## src/rtl/cpu_pkg.sv

```systemverilog
// ============================================================================
// Module   : cpu_pkg
// Purpose  : Shared CPU definitions: datapath width, register-index width,
//            ALU opcode type and the ALU opcode encodings.
// Ports    : none (package)
// Options  : none
// Revision : 1.0 - initial release
// ============================================================================
`default_nettype none

package cpu_pkg;

  localparam int XLEN      = 32;
  localparam int REG_IDX_W = 5;

  typedef logic [3:0] alu_op_t;

  // Bit 3 selects the "alternate" form (SUB vs ADD, SRA vs SRL).
  localparam alu_op_t ADD  = 4'b0000;
  localparam alu_op_t SUB  = 4'b1000;
  localparam alu_op_t SLT  = 4'b0010;
  localparam alu_op_t SLTU = 4'b0011;
  localparam alu_op_t SLL  = 4'b0001;
  localparam alu_op_t XOR  = 4'b0100;
  localparam alu_op_t SRL  = 4'b0101;
  localparam alu_op_t SRA  = 4'b1101;
  localparam alu_op_t OR   = 4'b0110;
  localparam alu_op_t AND  = 4'b0111;

endpackage

`default_nettype wire

```

## src/rtl/register_unit.sv

```systemverilog
// ============================================================================
// Module   : register_unit
// Purpose  : NREGS x XLEN architectural register file. Two combinational
//            read ports with same-cycle write-back bypass, one synchronous
//            write port, x0 hardwired to zero.
// Ports    : clk, rst_n            - clock, asynchronous active-low reset
//            raddr1_i / rdata1_o   - read port 1 index / data
//            raddr2_i / rdata2_o   - read port 2 index / data
//            we_i, waddr_i, wdata_i - write-back enable, index, data
// Options  : RU_SP_INIT_EN - when defined, x2 resets to SP_INIT instead of 0
// Revision : 1.0 - initial release
// ============================================================================
`default_nettype none

module register_unit #(
  parameter int              XLEN    = 32,
  parameter int              NREGS   = 32,
  parameter logic [XLEN-1:0] SP_INIT = 32'h0000_3FFC
) (
  input  logic                     clk,
  input  logic                     rst_n,
  input  logic [$clog2(NREGS)-1:0] raddr1_i,
  input  logic [$clog2(NREGS)-1:0] raddr2_i,
  output logic [XLEN-1:0]          rdata1_o,
  output logic [XLEN-1:0]          rdata2_o,
  input  logic                     we_i,
  input  logic [$clog2(NREGS)-1:0] waddr_i,
  input  logic [XLEN-1:0]          wdata_i
);
  import cpu_pkg::*;

  logic [XLEN-1:0] regs_q [NREGS];
  logic            wr_en;

  // Writes to x0 are dropped so entry 0 never leaves its reset value.
  assign wr_en = we_i && (waddr_i != '0);

  always_ff @(posedge clk or negedge rst_n) begin
    if (!rst_n) begin
      for (int i = 0; i < NREGS; i++) begin
        regs_q[i] <= '0;
      end
`ifdef RU_SP_INIT_EN
      regs_q[2] <= SP_INIT;
`endif
    end else if (wr_en) begin
      regs_q[waddr_i] <= wdata_i;
    end
  end

`ifndef RU_SP_INIT_EN
  // SP_INIT has no effect in this build; fold it into a sink signal.
  logic unused_sp_init;
  assign unused_sp_init = ^SP_INIT;
`endif

  // x0 reads zero first; otherwise a same-cycle write to the same index
  // forwards the incoming data ahead of the stale stored value.
  always_comb begin
    rdata1_o = regs_q[raddr1_i];
    if (raddr1_i == '0) begin
      rdata1_o = '0;
    end else if (wr_en && (waddr_i == raddr1_i)) begin
      rdata1_o = wdata_i;
    end
  end

  always_comb begin
    rdata2_o = regs_q[raddr2_i];
    if (raddr2_i == '0) begin
      rdata2_o = '0;
    end else if (wr_en && (waddr_i == raddr2_i)) begin
      rdata2_o = wdata_i;
    end
  end

endmodule

`default_nettype wire

```

## src/rtl/alu_operand_stage.sv

```systemverilog
// ============================================================================
// Module   : alu_operand_stage
// Purpose  : Execute-entry stage in front of the ALU. Reads rs1/rs2 from the
//            register unit, selects A (rs1 data or PC) and B (rs2 data or
//            immediate), and registers A/B/ALUOp/rd behind a valid/ready
//            pipeline register. Write-back enters via a dedicated port.
// Ports    : clk, rst_n                 - clock, async active-low reset
//            in_valid/in_ready          - upstream handshake
//            rs1, rs2, rd, Imm, PC      - decoded operand sources
//            ALUASrc, ALUBSrc, ALUOpIn  - operand selects and ALU opcode
//            flush                      - kill held/incoming operation
//            RUWr, rd_wb, DataWr        - register write-back port
//            A, B, ALUOp, rd_out        - registered ALU operands
//            out_valid/out_ready        - downstream handshake
// Options  : RU_SP_INIT_EN - x2 resets to SP_INIT (see register_unit)
// Revision : 1.0 - initial release
// ============================================================================
`default_nettype none

module alu_operand_stage #(
  parameter int              XLEN    = 32,
  parameter int              NREGS   = 32,
  parameter logic [XLEN-1:0] SP_INIT = 32'h0000_3FFC
) (
  input  logic                     clk,
  input  logic                     rst_n,
  input  logic                     in_valid,
  output logic                     in_ready,
  input  logic [$clog2(NREGS)-1:0] rs1,
  input  logic [$clog2(NREGS)-1:0] rs2,
  input  logic [$clog2(NREGS)-1:0] rd,
  input  logic [XLEN-1:0]          Imm,
  input  logic [XLEN-1:0]          PC,
  input  logic                     ALUASrc,
  input  logic                     ALUBSrc,
  input  logic [3:0]               ALUOpIn,
  input  logic                     flush,
  input  logic                     RUWr,
  input  logic [$clog2(NREGS)-1:0] rd_wb,
  input  logic [XLEN-1:0]          DataWr,
  output logic [XLEN-1:0]          A,
  output logic [XLEN-1:0]          B,
  output logic [3:0]               ALUOp,
  output logic [$clog2(NREGS)-1:0] rd_out,
  output logic                     out_valid,
  input  logic                     out_ready
);
  import cpu_pkg::*;

  localparam int IDX_W = $clog2(NREGS);

  logic [XLEN-1:0]  rs1_data;
  logic [XLEN-1:0]  rs2_data;
  logic [XLEN-1:0]  a_mux;
  logic [XLEN-1:0]  b_mux;
  logic             load;

  logic [XLEN-1:0]  A_q,         A_d;
  logic [XLEN-1:0]  B_q,         B_d;
  alu_op_t          ALUOp_q,     ALUOp_d;
  logic [IDX_W-1:0] rd_q,        rd_d;
  logic             out_valid_q, out_valid_d;

  register_unit #(
    .XLEN    (XLEN),
    .NREGS   (NREGS),
    .SP_INIT (SP_INIT)
  ) u_register_unit (
    .clk      (clk),
    .rst_n    (rst_n),
    .raddr1_i (rs1),
    .raddr2_i (rs2),
    .rdata1_o (rs1_data),
    .rdata2_o (rs2_data),
    .we_i     (RUWr),
    .waddr_i  (rd_wb),
    .wdata_i  (DataWr)
  );

  assign a_mux = ALUASrc ? PC  : rs1_data;
  assign b_mux = ALUBSrc ? Imm : rs2_data;

  // Slot is free when empty or being drained this cycle.
  assign in_ready = !out_valid_q || out_ready;
  assign load     = in_valid && in_ready;

  always_comb begin
    A_d         = A_q;
    B_d         = B_q;
    ALUOp_d     = ALUOp_q;
    rd_d        = rd_q;
    out_valid_d = out_valid_q;

    if (load) begin
      A_d         = a_mux;
      B_d         = b_mux;
      ALUOp_d     = alu_op_t'(ALUOpIn);
      rd_d        = rd;
      out_valid_d = 1'b1;
    end else if (out_valid_q && out_ready) begin
      out_valid_d = 1'b0;
    end

    // Flush wins over a simultaneous load; the data registers may still
    // take the new operands, but they are don't-care while invalid.
    if (flush) begin
      out_valid_d = 1'b0;
    end
  end

  always_ff @(posedge clk or negedge rst_n) begin
    if (!rst_n) begin
      A_q         <= '0;
      B_q         <= '0;
      ALUOp_q     <= '0;
      rd_q        <= '0;
      out_valid_q <= 1'b0;
    end else begin
      A_q         <= A_d;
      B_q         <= B_d;
      ALUOp_q     <= ALUOp_d;
      rd_q        <= rd_d;
      out_valid_q <= out_valid_d;
    end
  end

  assign A         = A_q;
  assign B         = B_q;
  assign ALUOp     = ALUOp_q;
  assign rd_out    = rd_q;
  assign out_valid = out_valid_q;

endmodule

`default_nettype wire

```

## config.mk

```make
export PLATFORM = sky130hd
export DESIGN_NAME = alu_operand_stage
export DESIGN_NICKNAME = d
export VERILOG_FILES = /design/src/rtl/cpu_pkg.sv /design/src/rtl/register_unit.sv /design/src/rtl/alu_operand_stage.sv
export SDC_FILE = /design/constraint.sdc
export NUM_CORES = 2
export LEC_CHECK = 0
export CORE_MARGIN = 8
export CORE_UTILIZATION = 60
export CTS_CLUSTER_DIAMETER = 60
export DETAILED_ROUTE_END_ITERATION = 7
export GPL_TIMING_DRIVEN = 0
export PLACE_DENSITY = 0.78
export SETUP_SLACK_MARGIN = 0.1
export SLEW_MARGIN = 20
export SYNTH_ARGS = -nofsm -noshare
export SYNTH_HDL_FRONTEND = slang
export SYNTH_SLANG_ARGS = --single-unit
```

## constraint.sdc

```tcl
create_clock -name clk -period 3.52 [get_ports clk]
set_input_delay 0.704 -clock clk [delete_from_list [all_inputs] [get_ports clk]]
set_output_delay 0.704 -clock clk [all_outputs]
set_load 0.01 [all_outputs]
```

==> flow_metrics.tcl <==
set metrics [dict create \
    status "complete, but fails checks" \
    violations "negative setup slack" \
    slew_headroom 0.109 \
    grt_max_degree 144 \
    final_cells 5929 \
    gp_congestion 0.990 \
    synth.most_common_cell "dfrtp_1" \
    synth_top_cell_by_area "dfrtp_1" \
    io_buffers 194 \
    die_x_um 327 \
    rrSetupSlack_ns 0.61 \
    coreArea_um2 96300 \
    r2r_start "out_valid" \
    clock_latency_ns 0.73 \
    area_delta_synth_final_pct 13.7 \
    hold_path_depth 2 \
    antenna_found_initial 13 \
    avgSynthCellArea_um2 13.7 \
    via_per_inst 7.50 \
    netlist_instances 4223 \
    num_io_pins 203 \
    synthTopCellsByCount "dfrtp_1, mux2_2, mux2i_1, clkbuf_1" \
    drive_above_1_share 0.355 \
    worstRegToRegCells 5 \
    drv_cap 0 \
    synth.top_cell.area_share 0.474 \
    crit_required_ns 4.13 \
    total_power_uw 37300 \
    grt_pass1_vias 45100 \
    tightest_slew_ns 1.34 \
    grt-ovfl-total 0 \
    die_h_um 327 \
    routedWlPerCell_um 36.3 \
    vias 44500 \
    netlist_area_um2 58000 \
    synth.area.top_cells "dfrtp_1, mux2_2, mux4_2" \
    synth_flop_cell "dfrtp_1" \
    yosys_warnings 0 \
    first_iter_violations 6264 \
    finClkSkew_ns 0.0369 \
    finalWorstSetupSlack_ns -0.0839 \
    dieArea_um2 107000 \
    stdcell_area_um2 65900 \
    cp_max_fo 10 \
    leakage_uw 0.0288 \
    clk_path_buf_depth 3 \
    power.density_nw_per_um2 565 \
    synth_edf_count 0 \
    synth_seq_cells 1098 \
    drv_slew 0 \
    vdd_ir_drop_max_uv 408 \
    r2r_end "A[11]" \
    post_cts_buffers 0 \
    dpl.cell_count 5704 \
    hold_viol_final 0 \
    fin_crit_sh 1.02 \
    grt_usage 0.393 \
    htreeDepth 3 \
    wl_um 215000 \
    fin_crit_ns 3.60 \
    fmax_mhz 277 \
    grt_pass1_wl_um 308000 \
    hp-start "rd_out[1]" \
    cp-start-kind "input pin" \
    rsz0062_at_grt "yes" \
    cts_made_buffers 118 \
    drtPass1Iterations 8 \
    path_clk_slew_ns 0.06 \
    slowest_stage "clkbuf_1" \
    holdPathEnd "rd_out[1]" \
    start_util 0.602 \
    setup_viol 14 \
    dp_hpwl_um 149000 \
    synth_nets 4351 \
    fin_util 0.685 \
    remaining_drc_errors 0 \
    end_kind "flop" \
    clockRootBuffer "clkbuf_16" \
    dpl_cell_area_um2 61800 \
    rows 114 \
    path_cells "clkdlybuf4s50_1, or3_1, o2111ai_2, o21ai_1, clkbuf_1, a21oi_1, o32a_1" \
    synth.yosys.seq_area_share 0.474 \
    nets 4679 \
    async_flop_share 1.00 \
    holdWs_ns 0.479 \
    hold_path_class "flop to flop" \
    synth_cell_types 42 \
    cts_tree "done" \
    clkSinkCount 1098 \
    crit_arrival_ns 4.21 \
    antenna_violating_nets_post_route 0 \
    slowest_delay_ns 0.86 \
    path_class "input pin to flop" \
]
==> layout by cell type (no fill, tap or decap), types with 4 or more instances in the layout <==
cell and instances:
nor2_1 11, bufinv_16 8, diode_2 7, nand2_1 45, buf_1 41, nor2b_1 4
buf_6 6, clkbuf_8 29, inv_6 9, a221oi_1 256, a221o_1 64, mux4_2 256
o32a_1 64, clkbuf_2 42, clkinv_2 15, o21ai_0 128, mux2i_1 512, mux2_2 991
dfrtp_1 1098, buf_4 4, buf_16 10, a21oi_1 129, xnor2_1 10, clkbuf_16 121
clkdlybuf4s50_1 193, nand3_1 4, buf_2 138, clkbuf_1 279, a22oi_1 128, nand3b_1 4
==> routing by layer <==
layer / GRT usage / wire [um] / share of wire / up-vias
met3: 0.162 / 29200 / 0.14 / 919
li1: - / - / - / 17200
met2: 0.570 / 93000 / 0.43 / 3311
met1: 0.487 / 77400 / 0.36 / 23000
met4: 0.242 / 15500 / 0.072 / 16
met5: 0.0149 / 285 / 0.0013 / -
==> registers in the layout (all words and copies together) (netlist names) <==
signal and flops:
u_register_unit.regs_q 1024, A 32, B 32, rd_out 5
ALUOp 4, out_valid 1
==> per-stage QoR <==
step                      setup slack (ns)  TNS (ns)
after floorplan                      0.985         0
after global placement              -48.17         -
after detailed placement            -0.940   -139.27
after CTS                            0.106         0
after global routing                0.0505         0
final                              -0.0839    -0.386
==> worst max-delay path by stage <==
stage / end / cells after the start / slack (ns) / startpoint
after CTS: B[7] / 8 / 0.11 / rd_wb[3]
after detailed placement: A[11] / 7 / -0.94 / rd_wb[2]
after global routing: B[6] / 8 / 0.05 / rd_wb[3]
after global placement: u_register_unit.regs_q[104] / 1 / -48.17 / rst_n
after floorplan: A[16] / 7 / 0.99 / rs1[0]
final: A[18] / 7 / -0.08 / rd_wb[4]
==> critical path: cells and delay by family <==
kind | cells | cell delay (ns)
compound gates | 4 | 1.64
buf+inv | 2 | 1.62
simple gates | 1 | 0.23
==> repair_timing <==
action,4_1_cts,5_1_grt
endpoints found under the hold margin,87,0
resized for setup,10,37
pin swaps,0,0
endpoints found under the setup margin,38,61
hold buffers,1,0
==> logic make-up after synthesis <==
family,share of synthesized area
AOI/OAI and AO/OA,0.101
xor gates and xnor gates,0.00151
buffers and inverters,0.0350
DFF,0.474
muxes,0.381
and+or+nand+nor,0.00833
==> final cells by class <==
cell class,count,area (um^2)
clock inverters,36,427
repair buffers,208,2270
fillers,6762,30400
inverters,5,18.8
flip-flops and latches,1098,27500
diodes,7,17.5
clock buffers,179,3540
multi-input cells,2640,28500
plain buffers,480,2080
well taps,1276,1600
==> report_power, final <==
group          internal (uW)  total [uW]  switching, uW
Sequential             15000       16800           1790
Clock                   7480       12900           5390
Combinational           4070        7630           3570
(Power assumes the default switching activity.)
